[src/rtl/mdu_sequencer.sv]
// mdu_sequencer: iterative multiply/divide unit for MULT, MULTU, DIV and DIVU.
// One shared adder/subtractor is reused for WIDTH iterations. Multiply uses shift-add and
// divide uses restoring division. Signed operations run on magnitudes and fix the sign at the end.
// The latency is the same for every op and operand: start sampled in cycle 0 gives done in cycle 35.
//
// Ports:
//   clk_i          clock, rising edge
//   rst_i          synchronous active-high reset; abandons any operation and clears hi/lo
//   start_i        one-cycle request, accepted only while idle
//   op_i           00=MULTU 01=MULT 10=DIVU 11=DIV (op_i[1]=divide, op_i[0]=signed)
//   a_i, b_i       multiplicand/dividend and multiplier/divisor, sampled with start_i
//   busy_o         high while an operation is in flight
//   done_o         one-cycle pulse; hi_o/lo_o are valid from this cycle
//   hi_o, lo_o     product[63:32]/[31:0], or remainder/quotient
//   div_by_zero_o  pulses with done_o when a divide had a zero divisor
module mdu_sequencer #(
    parameter int unsigned WIDTH = 32
) (
    input  logic             clk_i,
    input  logic             rst_i,
    input  logic             start_i,
    input  logic [1:0]       op_i,
    input  logic [WIDTH-1:0] a_i,
    input  logic [WIDTH-1:0] b_i,
    output logic             busy_o,
    output logic             done_o,
    output logic [WIDTH-1:0] hi_o,
    output logic [WIDTH-1:0] lo_o,
    output logic             div_by_zero_o
);

    localparam int unsigned CntW = $clog2(WIDTH);

    typedef enum logic [1:0] {StIdle, StPrep, StRun, StFix} state_e;

    state_e           state_q;
    logic [1:0]       op_q;
    logic [WIDTH-1:0] a_q;
    logic [WIDTH-1:0] b_q;
    logic [WIDTH-1:0] mag_b_q;
    logic [WIDTH-1:0] acc_hi_q;   // multiply: upper product half; divide: remainder
    logic [WIDTH-1:0] acc_lo_q;   // multiply: lower product half; divide: quotient
    logic             neg_quo_q;
    logic             neg_rem_q;
    logic [CntW-1:0]  cnt_q;
    logic             busy_q;
    logic             done_q;
    logic             dbz_q;
    logic [WIDTH-1:0] hi_q;
    logic [WIDTH-1:0] lo_q;

    logic             is_div;
    logic [WIDTH-1:0] mag_a;
    logic [WIDTH-1:0] mag_b;
    logic [WIDTH-1:0] add_x;
    logic [WIDTH-1:0] add_y;
    logic [WIDTH:0]   add_sum;
    logic [WIDTH:0]   mul_sum;
    logic [WIDTH-1:0] mul_hi_d;
    logic [WIDTH-1:0] mul_lo_d;
    logic             no_borrow;
    logic [WIDTH-1:0] div_hi_d;
    logic [WIDTH-1:0] div_lo_d;
    logic             dbz;
    logic [2*WIDTH-1:0] prod;
    logic [WIDTH-1:0] fix_hi;
    logic [WIDTH-1:0] fix_lo;

    assign is_div = op_q[1];
    assign dbz    = is_div && (b_q == '0);

    always_comb begin
        mag_a = a_q;
        mag_b = b_q;
        if (op_q[0] && a_q[WIDTH-1]) mag_a = -a_q;
        if (op_q[0] && b_q[WIDTH-1]) mag_b = -b_q;
    end

    // Shared adder: multiply adds |b| to the upper half, divide subtracts |b| from the
    // left-shifted remainder (SUB=1 as invert plus carry-in).
    always_comb begin
        add_x   = is_div ? {acc_hi_q[WIDTH-2:0], acc_lo_q[WIDTH-1]} : acc_hi_q;
        add_y   = is_div ? ~mag_b_q : mag_b_q;
        add_sum = {1'b0, add_x} + {1'b0, add_y} + {{WIDTH{1'b0}}, is_div};
    end

    always_comb begin
        // Carry-out is kept and shifted back into the top of the upper half.
        mul_sum  = acc_lo_q[0] ? add_sum : {1'b0, acc_hi_q};
        mul_hi_d = mul_sum[WIDTH:1];
        mul_lo_d = {mul_sum[0], acc_lo_q[WIDTH-1:1]};
        // The shifted-out remainder MSB is a 33rd bit; when set the trial always succeeds.
        no_borrow = add_sum[WIDTH] | acc_hi_q[WIDTH-1];
        div_hi_d  = no_borrow ? add_sum[WIDTH-1:0] : add_x;
        div_lo_d  = {acc_lo_q[WIDTH-2:0], no_borrow};
    end

    always_comb begin
        prod   = {acc_hi_q, acc_lo_q};
        fix_hi = acc_hi_q;
        fix_lo = acc_lo_q;
        if (is_div) begin
            if (dbz) begin
                fix_lo = '1;
                fix_hi = a_q;
            end else begin
                if (neg_quo_q) fix_lo = -acc_lo_q;
                if (neg_rem_q) fix_hi = -acc_hi_q;
            end
        end else if (neg_quo_q) begin
            prod   = -{acc_hi_q, acc_lo_q};
            fix_hi = prod[2*WIDTH-1:WIDTH];
            fix_lo = prod[WIDTH-1:0];
        end
    end

    always_ff @(posedge clk_i) begin
        if (rst_i) begin
            state_q   <= StIdle;
            op_q      <= '0;
            a_q       <= '0;
            b_q       <= '0;
            mag_b_q   <= '0;
            acc_hi_q  <= '0;
            acc_lo_q  <= '0;
            neg_quo_q <= 1'b0;
            neg_rem_q <= 1'b0;
            cnt_q     <= '0;
            busy_q    <= 1'b0;
            done_q    <= 1'b0;
            dbz_q     <= 1'b0;
            hi_q      <= '0;
            lo_q      <= '0;
        end else begin
            done_q <= 1'b0;
            dbz_q  <= 1'b0;
            case (state_q)
                StIdle: begin
                    if (start_i) begin
                        op_q    <= op_i;
                        a_q     <= a_i;
                        b_q     <= b_i;
                        busy_q  <= 1'b1;
                        state_q <= StPrep;
                    end
                end
                StPrep: begin
                    mag_b_q   <= mag_b;
                    acc_hi_q  <= '0;
                    acc_lo_q  <= mag_a;
                    neg_quo_q <= op_q[0] & (a_q[WIDTH-1] ^ b_q[WIDTH-1]);
                    neg_rem_q <= op_q[0] & a_q[WIDTH-1];
                    cnt_q     <= '0;
                    state_q   <= StRun;
                end
                StRun: begin
                    if (is_div) begin
                        acc_hi_q <= div_hi_d;
                        acc_lo_q <= div_lo_d;
                    end else begin
                        acc_hi_q <= mul_hi_d;
                        acc_lo_q <= mul_lo_d;
                    end
                    cnt_q <= cnt_q + CntW'(1);
                    if (cnt_q == CntW'(WIDTH - 1)) state_q <= StFix;
                end
                StFix: begin
                    hi_q    <= fix_hi;
                    lo_q    <= fix_lo;
                    done_q  <= 1'b1;
                    dbz_q   <= dbz;
                    busy_q  <= 1'b0;
                    state_q <= StIdle;
                end
                default: state_q <= StIdle;
            endcase
        end
    end

    assign busy_o        = busy_q;
    assign done_o        = done_q;
    assign div_by_zero_o = dbz_q;
    assign hi_o          = hi_q;
    assign lo_o          = lo_q;

endmodule

[config.mk]
export PLATFORM = sky130hd
export DESIGN_NAME = mdu_sequencer
export DESIGN_NICKNAME = d
export VERILOG_FILES = /design/src/rtl/mdu_sequencer.sv
export SDC_FILE = /design/constraint.sdc
export NUM_CORES = 1
export LEC_CHECK = 0
export BUFFER_PORTS_ARGS = -buffer_cell sky130_fd_sc_hd__buf_2
export CAP_MARGIN = 25
export CORE_MARGIN = 2
export CORE_UTILIZATION = 56
export DETAILED_ROUTE_END_ITERATION = 10
export GPL_ROUTABILITY_DRIVEN = 0
export HOLD_SLACK_MARGIN = 0.05
export PLACE_DENSITY_LB_ADDON = 0.2
export SYNTH_ARGS = -nofsm -noshare
export SYNTH_HDL_FRONTEND = slang
export SYNTH_SLANG_ARGS = --single-unit
[constraint.sdc]
create_clock -name clk_i -period 14 [get_ports clk_i]
set_input_delay 2.8 -clock clk_i [delete_from_list [all_inputs] [get_ports clk_i]]
set_output_delay 2.8 -clock clk_i [all_outputs]
set_load 0.03 [all_outputs]
Word level (Yosys, flattened, before mapping). Index checks and enable logic that the tools add are counted. W data, S select, Z words.

Add/subtract/negate cells: 8. Eq/ne operators: 6. Multiplexer cells: 25. Bitwise logic cells: 6. Reductions and logical operators: 11.

Operator list (number): $mux W32 (15); $neg A32 Y32 (4); $pmux W32 S2 (2); $neg A64 Y64 (1); $add A32 B32 Y33 (1); $add A33 B1 Y33 (1); $mux W33 (1); $logic_not A32 Y1 (1); $not A32 Y32 (1); $pmux W5 S2 (1); $pmux W2 S4 (1); $reduce_and A2 Y1 (3); $add A5 B1 Y5 const B (1); $eq A5 B5 Y1 const B (1); $eq A2 B2 Y1 const B (2); $mux W2 (2); $ne A2 B2 Y1 const B (2); $reduce_bool A2 Y1 (2); $logic_and A1 B1 Y1 (3); $and A1 B1 Y1 (2); $eq A2 B1 Y1 const B (1); $logic_not A2 Y1 (1); $mux W1 (2); $pmux W1 S2 (1); 4 further kinds (4).

Bits in registers: 238. Input port bits: 69. Output and inout bits: 67. Logic and storage cells: 71.

Longest topological paths before layout. Gate-level depths: netlist (run 1).

Depth after elaboration: 8. Gate-level depth with buffers: 18. Depth with buffers taken out: 12.

Least setup slack after synthesis (run 1). No wires, ideal clock.

Path kind: register to register. From: register op_q[1]. To: register acc_hi_q[19]. Library setup time: 117 ps. Data arrival time: 4615 ps. Required time: 13883 ps. Slack: 9268 ps. Cell stages (with the launch flop): 18. Path buffers: 6. Period minus slack after synthesis: 4732 ps. Cells stage by stage: dfxtp_1 > clkbuf_1 > clkbuf_1 > clkbuf_1 > clkbuf_1 > o21ai_0 > fa_1 > a211oi_1 > o211ai_1 > a21oi_1 > a221oi_1 > o32a_1 > or2_2 > clkbuf_1 > buf_1 > nor2_1 > o21ai_0 > a32o_1.

Word-level cells in the longest chain between the ends: 7. Elaborated cells on any way between the ends: 9. Those cells by class: 2 x add/sub; 6 x mux; 1 x bitwise.

Ends and longest elaborated chain: from (decl) (line 37) `logic [1:0] op_q;`; from (signal assigned) (line 140) `op_q <= op_i;`; $mux W32 (on tied branches) (line 82, 83); $add A32 B32 Y33 (line 84) `add_sum = {1'b0, add_x} + {1'b0, add_y} + {{WIDTH{1'b0}}, is_div};`; $add A33 B1 Y33 (line 84); $or A1 B1 Y1 (line 93) `no_borrow = add_sum[WIDTH] | acc_hi_q[WIDTH-1];`; $mux W32 (line 94) `div_hi_d = no_borrow ? add_sum[WIDTH-1:0] : add_x;`; $mux W32 * (line 157) `if (is_div) begin`; $pmux W32 S2 * (line 137) `case (state_q)`; to (signal assigned) (line 158) `acc_hi_q <= div_hi_d;`; to (signal assigned) (line 161) `acc_hi_q <= mul_hi_d;`; to (decl) (line 41) `logic [WIDTH-1:0] acc_hi_q;`.

Every way passes the cells marked *; elsewhere a longest branch is shown, timed or not. A chain may end at the register's enable or synchronous reset.

Final worst setup path (run 1).
From: register op_q[1]. To: register acc_hi_q[25].

The elaborated chain is that of the path after synthesis.

==> results.txt, run 1 <==
----------------------------------------------------
[Logic synthesis]
  Cell accounting for the most synthesized area ... sky130_fd_sc_hd__dfxtp_1
  Syn avg cell area ... 7.63 um^2
  Most used DFF post-synth ... sky130_fd_sc_hd__dfxtp_1
  Number of enable-type register cells in the synthesized netlist ... 0
  Post-Syn Instances ... 2,113
  Cells taking the most area after synthesis ... sky130_fd_sc_hd__dfxtp_1, sky130_fd_sc_hd__nand2_1, sky130_fd_sc_hd__a21oi_1, sky130_fd_sc_hd__xor2_1, sky130_fd_sc_hd__mux2i_1
  Fraction of synthesized cell area taken by the top area cell type ... 29.6%
  Proportion of synthesized flip-flops having asynchronous set or reset ... 0%
  Fraction of the yosys area taken by sequential cells ... 29.6%
  Number of warnings reported in the yosys synthesis log ... 0
  Summed instance area of the synthesized netlist ... 0.0161 mm^2
  Mapped Nets ... 2,224
  Yosys cell types ... 75
  Synth Register Bits ... 238

[Setup path]
  Reg-to-reg endpoint ... acc_hi_q[25]
  Most numerous cell on the critical path ... sky130_fd_sc_hd__buf_4
  Critical Path, Cell by Cell ... buf_4, buf_4, o21ai_0, fa_1, a211oi_1, o211ai_1, a21oi_1, a221oi_1, o32a_1, or2_2, and2_0, a2111oi_0, a221o_1
  Buf+Inv Stages, Crit Path ... 2
  Data arrival time of the critical path ... 6.94 ns
  Crit path launch ... op_q[1]
  Element type at the critical path start ... register
  Type of destination of the critical path ... register
  Cell family with the largest share of critical-path delay ... compound AO/OA/AOI/OAI gates
  Crit path max-delay cell type ... sky130_fd_sc_hd__buf_4
  Capture point of the critical path ... acc_hi_q[25]
  Critical R2R Launch ... op_q[1]
  Worst reg2reg path depth ... 13
  Category of the critical setup timing path ... register to register
  Instance count on the critical path ... 13
  Worst Path Max Fanout ... 87
  Worst endpoint required time ... 14.47 ns
  Highest cell delay on the worst timing path ... 0.84 ns
  Flop2flop setup slack ... 7.53 ns

[CTS]
  Clock tree from TritonCTS ... yes
  Source-to-sink clock delay at the later pin of the worst-skew pair ... 0.56 ns
  Buffers from clock root to sink, at most ... 3
  CTS H-tree depth ... 1
  Number of hold buffers added after CTS ... 0
  Register clock-pin slew on the reported worst setup and hold paths ... 0.06 ns
  Num CTS Buffers ... 26
  Total clock sinks ... 238
  Post-CTS Setup Repair Bufs ... 0
  Root buffer cell ... sky130_fd_sc_hd__clkbuf_16
  Number of resized instances in the post-cts repair step ... 0

[Placement]
  HPWL after DPL ... 33.5 mm
  Number of buffer cells added on primary ports ... 135

[Worst hold path]
  Type of the most critical hold path ... register to register

[Status]
  Result of the run ... finished clean

[Global routing]
  Overflow left after global routing ... 0
  Global-route total usage across every layer ... 29.9%
  Via count of the first global-routing pass ... 13,800
  Wire length of the first global-routing pass ... 74.8 mm
  Initial antenna violation count ... 0
  Largest net degree at the start of global routing ... 112

[Die]
  Number of placement rows ... 62
  Die area ... 0.0301 mm^2
  Die Ht ... 174 um
  Io pins ... 136
  Die W ... 174 um
  Placeable Area ... 0.0285 mm^2
  Starting density of the core ... 56.4%

[Pwr]
  Final Power ... 3.12 mW
  Power per Cell Area ... 177 mW/mm^2
  Highest ir drop seen on vdd ... 0.000193 V
  Leakage power of the design ... 7.19 nW

[Job]
  Max Cap Violations ... 0

[Route]
  Post-DR vias/cell ... 6.19
  Routed Antenna Nets ... 0
  Remaining design rule violation count ... 0
  Post-DR wirelength/cell ... 18.7 um
  Length of the first detailed-routing pass in iterations ... 6
  Overall routed net length ... 46.9 mm
  Violation count after the first detailed-routing iteration ... 1,598
  Vias ... 15,500

[Layout]
  Final net count ... 2,215
  Share of cells above drive strength 1 ... 12.9%
  Leading cell types in the layout, fill and taps excluded ... sky130_fd_sc_hd__nand2_1, sky130_fd_sc_hd__dfxtp_1, sky130_fd_sc_hd__a21oi_1, sky130_fd_sc_hd__nor2_1, sky130_fd_sc_hd__buf_2
  Area of the multi-input gates ... 0.0105 mm^2
  Layout fillers ... 2,592
  Register cell area after layout ... 0.00477 mm^2
  Most common cell after layout, fill and taps aside ... sky130_fd_sc_hd__nand2_1
  Layout overhead on the synthesized area ... 9.57%
  Antenna Diode Count ... 0

[Timing]
  Setup Total Neg Slack ... 0 ns
  Setup-failing EPs final ... 0
  Unrepaired setup endpoints after global routing ... false
  Setup clock skew after layout ... 0.0417 ns
  Worst-margin pin slew ... 0.956 ns
  Number of hold violations in the final report ... 0
  Max Transition Viols Final ... 0
  Upper clock frequency limit ... 0.155 GHz
  Final critical path time including I/O delays and setup ... 6.47 ns
  Slew HR ... 36.2%
  Final period util ... 46.2%

----------------------------------------------------
-- registers in the layout, summed over array words and instances, names as in the netlist --
name           cells
lo_o              32
div_by_zero_o      1
neg_quo_q          1
hi_o              32
acc_lo_q          32
b_q               32
state_q            2
op_q               2
acc_hi_q          32
neg_rem_q          1
mag_b_q           32
a_q               32
done_o             1
busy_o             1
cnt_q              5
-- metrics by stage --
step / instance area (um^2) / hold slack, ns / cells / setup WS [ns] / utilization (%)
6_report: 17700 / 0.468 / 2507 / 7.53 / 61.8
4_1_cts: 17600 / 0.466 / 2504 / 7.64 / 61.6
5_1_grt: 17700 / 0.477 / 2507 / 7.07 / 61.8
2_1_floorplan: 16100 / 0.444 / 2113 / 9.27 / -
3_5_place_dp: 16700 / 0.456 / 2457 / 7.66 / 58.5
3_3_place_gp: 16700 / 0.456 / 2455 / 7.82 / 58.4
-- cell usage after synthesis, drive strengths merged, types with 5 or more instances --
| master | number |
|---|---|
| a21o | 21 |
| o31ai | 29 |
| nand2b | 19 |
| nor2b | 13 |
| o211ai | 33 |
| nand4 | 9 |
| or2 | 16 |
| o21a | 6 |
| nand2 | 288 |
| o211a | 5 |
| a311oi | 26 |
| nor3 | 28 |
| a31oi | 8 |
| inv | 32 |
| a21oi | 213 |
| a31o | 6 |
| o22ai | 17 |
| o221ai | 6 |
| nand3 | 21 |
| xor2 | 112 |
| mux2 | 31 |
| ha | 41 |
| and3 | 5 |
| nor4 | 14 |
| a22o | 15 |
| and2 | 10 |
| o21bai | 5 |
| a32o | 11 |
| xnor2 | 89 |
| nand3b | 5 |
| nor2 | 210 |
| o21ai | 111 |
| dfxtp | 238 |
| buf | 20 |
| mux2i | 85 |
| o31a | 5 |
| or4 | 20 |
| a211oi | 46 |
| clkbuf | 171 |
| or3 | 19 |
| o41ai | 15 |
-- worst min-delay path by stage --
| stage | from | to | slack (ns) | cells after the start |
|---|---|---|---|---|
| after floorplan | a_q[19] | a_q[19] | 0.44 | 2 |
| after global placement | hi_o[3] | hi_o[3] | 0.46 | 2 |
| after detailed placement | hi_o[4] | hi_o[4] | 0.46 | 2 |
| after CTS | hi_o[4] | hi_o[4] | 0.47 | 2 |
| after global routing | hi_o[4] | hi_o[4] | 0.48 | 2 |
| final | hi_o[4] | hi_o[4] | 0.47 | 2 |
-- per-layer routing --
metal / vias to the layer above / routed length [um] / track usage (%)
li1: 7475 / - / -
met1: 7279 / 21800 / 45.9
met2: 682 / 19400 / 43.1
met3: 89 / 4480 / 5.44
met4: 0 / 1220 / 7.11
met5: - / 0 / 0
-- where the power goes --
group / internal (mW) / switching [mW]
clock network: 0.402 / 0.302
registers: 0.805 / 0.178
logic: 0.505 / 0.924
total: 1.71 / 1.40
-- cell families after synthesis --
kind of cell | Yosys count | synth area share [%]
AO/OA/AOI/OAI | 602 | 24.1
XOR/XNOR | 201 | 10.9
adder cells (fa/ha/maj) | 42 | 3.31
buffers and inverters | 223 | 5.38
flip-flops | 238 | 29.6
multiplexers | 116 | 7.45
AND/OR/NAND/NOR | 691 | 19.3
-- worst register-to-register path: stages, from the launching register on --
cell and delay (ns):
sky130_fd_sc_hd__dfxtp_4 0.65, sky130_fd_sc_hd__buf_4 0.83, sky130_fd_sc_hd__buf_4 0.88, sky130_fd_sc_hd__o21ai_0 0.46, sky130_fd_sc_hd__fa_1 0.54, sky130_fd_sc_hd__a211oi_1 0.34, sky130_fd_sc_hd__o211ai_1 0.16, sky130_fd_sc_hd__a21oi_1 0.49
sky130_fd_sc_hd__a221oi_1 0.20, sky130_fd_sc_hd__o32a_1 0.40, sky130_fd_sc_hd__or2_2 0.59, sky130_fd_sc_hd__and2_0 0.28, sky130_fd_sc_hd__a2111oi_0 0.43, sky130_fd_sc_hd__a221o_1 0.17
-- layout make-up --
| type | count | share of cell area [%] |
|---|---|---|
| flip-flops and latches | 238 | 27.0 |
| well taps | 384 | 2.72 |
| clock buffers | 32 | 4.04 |
| clock inverters | 15 | 0.900 |
| multi-input cells | 1652 | 59.5 |
| inverters | 32 | 0.680 |
| repair buffers | 154 | 5.15 |
Power figures use the tool's default switching activity.
==> inputs of run 2 (changes only) <==
--- a/config.mk
+++ b/config.mk
@@ -8,7 +8,7 @@
 export BUFFER_PORTS_ARGS = -buffer_cell sky130_fd_sc_hd__buf_2
 export CAP_MARGIN = 25
 export CORE_MARGIN = 2
-export CORE_UTILIZATION = 56
+export CORE_UTILIZATION = 55
 export DETAILED_ROUTE_END_ITERATION = 10
 export GPL_ROUTABILITY_DRIVEN = 0
 export HOLD_SLACK_MARGIN = 0.05
==> constraint.sdc (replaced) <==
create_clock -name clk_i -period 5.65 [get_ports clk_i]
set_input_delay 1.13 -clock clk_i [delete_from_list [all_inputs] [get_ports clk_i]]
set_output_delay 1.13 -clock clk_i [all_outputs]
set_load 0.03 [all_outputs]
==> run 2 against run 1 <==
Register-to-register slack lost 6.9 ns. Core utilization decreased by 0.23 points. Combinational power up 150%. Count of clock-buffer cells in the layout rose by 5. First-iteration DRC count decreased by 2.0%. Cell area is 0.45% higher. Largest power group unchanged.
==> results.txt, run 2 (same netlist as run 1, synthesis figures left out) <==
----------------------------------------------------
[Global routing]
  Overflow left after global routing ... 0 (unchanged)
  Initial antenna violation count ... 1 (+1)
  Wire length of the first global-routing pass ... 74.5 mm (-0.31%)
  Largest net degree at the start of global routing ... 111 (-0.89%)
  Via count of the first global-routing pass ... 13,800 (+0.39%)
  Global-route total usage across every layer ... 29.7% (-0.22 points)

[Status]
  Result of the run ... finished clean

[Setup path]
  Worst endpoint required time ... 6.15 ns (-8.32 ns)
  Data arrival time of the critical path ... 5.48 ns (-1.46 ns)
  Most numerous cell on the critical path ... sky130_fd_sc_hd__a21oi_1
  Type of destination of the critical path ... register
  Crit path max-delay cell type ... sky130_fd_sc_hd__dfxtp_4
  Category of the critical setup timing path ... register to register
  Highest cell delay on the worst timing path ... 0.74 ns (-0.10 ns)
  Element type at the critical path start ... register
  Critical Path, Cell by Cell ... buf_4, mux2_2, ha_1, a21oi_1, o21ai_0, a21oi_1, a221oi_1, o32a_1, or2_2, and2_0, a2111oi_0, a221o_1
  Buf+Inv Stages, Crit Path ... 1 (-1)
  Worst Path Max Fanout ... 51 (-41%)
  Cell family with the largest share of critical-path delay ... compound AO/OA/AOI/OAI gates

[Die]
  Io pins ... 136 (unchanged)
  Die W ... 175 um (+0.88%)
  Number of placement rows ... 62 (unchanged)
  Die area ... 0.0307 mm^2 (+1.8%)
  Die Ht ... 175 um (+0.88%)
  Starting density of the core ... 56.0% (-0.46 points)
  Placeable Area ... 0.0288 mm^2 (+0.82%)

[CTS]
  Source-to-sink clock delay at the later pin of the worst-skew pair ... 0.56 ns (about the same)
  Root buffer cell ... sky130_fd_sc_hd__clkbuf_16
  Clock tree from TritonCTS ... yes
  Total clock sinks ... 238 (unchanged)
  CTS H-tree depth ... 1 (unchanged)
  Buffers from clock root to sink, at most ... 3 (unchanged)
  Number of resized instances in the post-cts repair step ... 0 (unchanged)
  Register clock-pin slew on the reported worst setup and hold paths ... 0.06 ns (about the same)
  Post-CTS Setup Repair Bufs ... 0 (unchanged)
  Num CTS Buffers ... 28 (+7.7%)
  Number of hold buffers added after CTS ... 0 (unchanged)

[Pwr]
  Leakage power of the design ... 7.23 nW (+0.57%)
  Highest ir drop seen on vdd ... 0.000394 V (+100%)
  Final Power ... 7.80 mW (+150%)
  Power per Cell Area ... 440 mW/mm^2 (+150%)

[Layout]
  Layout overhead on the synthesized area ... 10.1%
  Non-filler cells, final ... 2,510 (+0.12%)
  Most common cell after layout, fill and taps aside ... sky130_fd_sc_hd__nand2_1
  Layout fillers ... 2,597 (+0.19%)
  Antenna Diode Count ... 0 (unchanged)
  Final net count ... 2,222 (+0.32%)
  Leading cell types in the layout, fill and taps excluded ... sky130_fd_sc_hd__nand2_1, sky130_fd_sc_hd__dfxtp_1, sky130_fd_sc_hd__a21oi_1, sky130_fd_sc_hd__nor2_1, sky130_fd_sc_hd__buf_2
  Share of cells above drive strength 1 ... 12.8% (-0.018 points)

[Worst hold path]
  Type of the most critical hold path ... register to register

[Timing]
  Number of hold violations in the final report ... 0 (unchanged)
  Worst-margin pin slew ... 1.01 ns (+0.0498 ns)
  Slew HR ... 32.9% (-3.3 points)
  Final period util ... 88.2% (+42 points)
  Setup-failing EPs final ... 0 (unchanged)
  Fin worst setup slack ... 0.666 ns (-6.86 ns)
  Setup clock skew after layout ... 0.0128 ns (-0.0289 ns)
  Upper clock frequency limit ... 0.201 GHz (+30%)
  Setup Total Neg Slack ... 0 ns (unchanged)
  Hold Slack ... 0.468 ns (-0.000632 ns)
  Final critical path time including I/O delays and setup ... 4.98 ns (-1.49 ns)
  Max Transition Viols Final ... 0 (unchanged)
  Unrepaired setup endpoints after global routing ... false

[Route]
  Violation count after the first detailed-routing iteration ... 1,566 (-2.0%)
  Overall routed net length ... 47.6 mm (+1.5%)
  Length of the first detailed-routing pass in iterations ... 6 (unchanged)
  Post-DR vias/cell ... 6.19 (about the same)
  Vias ... 15,500 (+0.032%)
  Routed Antenna Nets ... 0 (unchanged)
  Post-DR wirelength/cell ... 18.9 um (+1.3%)
  Remaining design rule violation count ... 0 (unchanged)

[Placement]
  Number of placed instances, taps included ... 2,462 (+0.20%)
  Post-placement setup slack ... 0.813 ns (-6.85 ns)
  HPWL after DPL ... 33.4 mm (-0.15%)
  Number of buffer cells added on primary ports ... 135 (unchanged)

[Job]
  Max Cap Violations ... 0 (unchanged)

----------------------------------------------------
==> run 2: cell count changes in the layout (fill, tap and decap cells not counted) <==
cell                         previous run  this run
sky130_fd_sc_hd__clkinv_2               5         0
sky130_fd_sc_hd__inv_6                  2         1
sky130_fd_sc_hd__bufinv_16              2         3
sky130_fd_sc_hd__clkbuf_1               2         5
sky130_fd_sc_hd__clkinvlp_4             3         2
sky130_fd_sc_hd__buf_4                 14        19
sky130_fd_sc_hd__clkinv_4               2         1
sky130_fd_sc_hd__clkbuf_16             26        28
==> run 2: power by group <==
part | total, mW | switching (mW) | internal, mW | leakage [nW]
clock network | 1.82 | 0.727 | 1.09 | 0.438
registers | 2.44 | 0.446 | 2.00 | 1.94
logic | 3.54 | 2.28 | 1.26 | 4.86
==> run 2: area by class of cell <==
type,count,area [um^2],area share (%)
flip-flops and latches,238,4770,26.9
clock inverters,8,139,0.783
repair buffers,159,947,5.34
clock buffers,37,774,4.37
inverters,32,120,0.677
well taps,384,480,2.71
multi-input cells,1652,10500,59.2
==> run 2: final timing paths <==
path / startpoint / to / slack, ns / depth (start not counted)
hold / removal: hi_o[11] / hi_o[11] / 0.47 / 2
setup / recovery: op_q[1] / acc_hi_q[25] / 0.67 / 12
setup reg to reg: op_q[1] / acc_hi_q[25] / 0.67 / 12
hold reg to reg: hi_o[11] / hi_o[11] / 0.47 / 2
==> run 2: metal layers <==
| metal | wire length (um) | vias to the layer above | share of wire (%) | global-route usage (%) |
|---|---|---|---|---|
| met2 | 19300 | 731 | 41 | 42.0 |
| li1 | - | 7477 | - | - |
| met4 | 1350 | 0 | 2.8 | 9.20 |
| met5 | 0 | - | 0 | 0 |
| met1 | 21900 | 7228 | 46 | 44.1 |
| met3 | 5050 | 94 | 11 | 7.14 |
==> run 2: per-stage QoR <==
stage / utilization (%) / instance area, um^2
after floorplan: - / 16100
after detailed placement: 58.2 / 16700
final: 61.6 / 17700
after global routing: 61.6 / 17700
after CTS: 61.3 / 17600
after global placement: 58.0 / 16700
==> run 2: worst register-to-register path: stages (launching register included) <==
cell and delay, ns:
sky130_fd_sc_hd__dfxtp_4 0.74, sky130_fd_sc_hd__buf_4 0.48, sky130_fd_sc_hd__mux2_2 0.39, sky130_fd_sc_hd__ha_1 0.39, sky130_fd_sc_hd__a21oi_1 0.17, sky130_fd_sc_hd__o21ai_0 0.10
sky130_fd_sc_hd__a21oi_1 0.53, sky130_fd_sc_hd__a221oi_1 0.26, sky130_fd_sc_hd__o32a_1 0.41, sky130_fd_sc_hd__or2_2 0.60, sky130_fd_sc_hd__and2_0 0.29, sky130_fd_sc_hd__a2111oi_0 0.41
sky130_fd_sc_hd__a221o_1 0.16
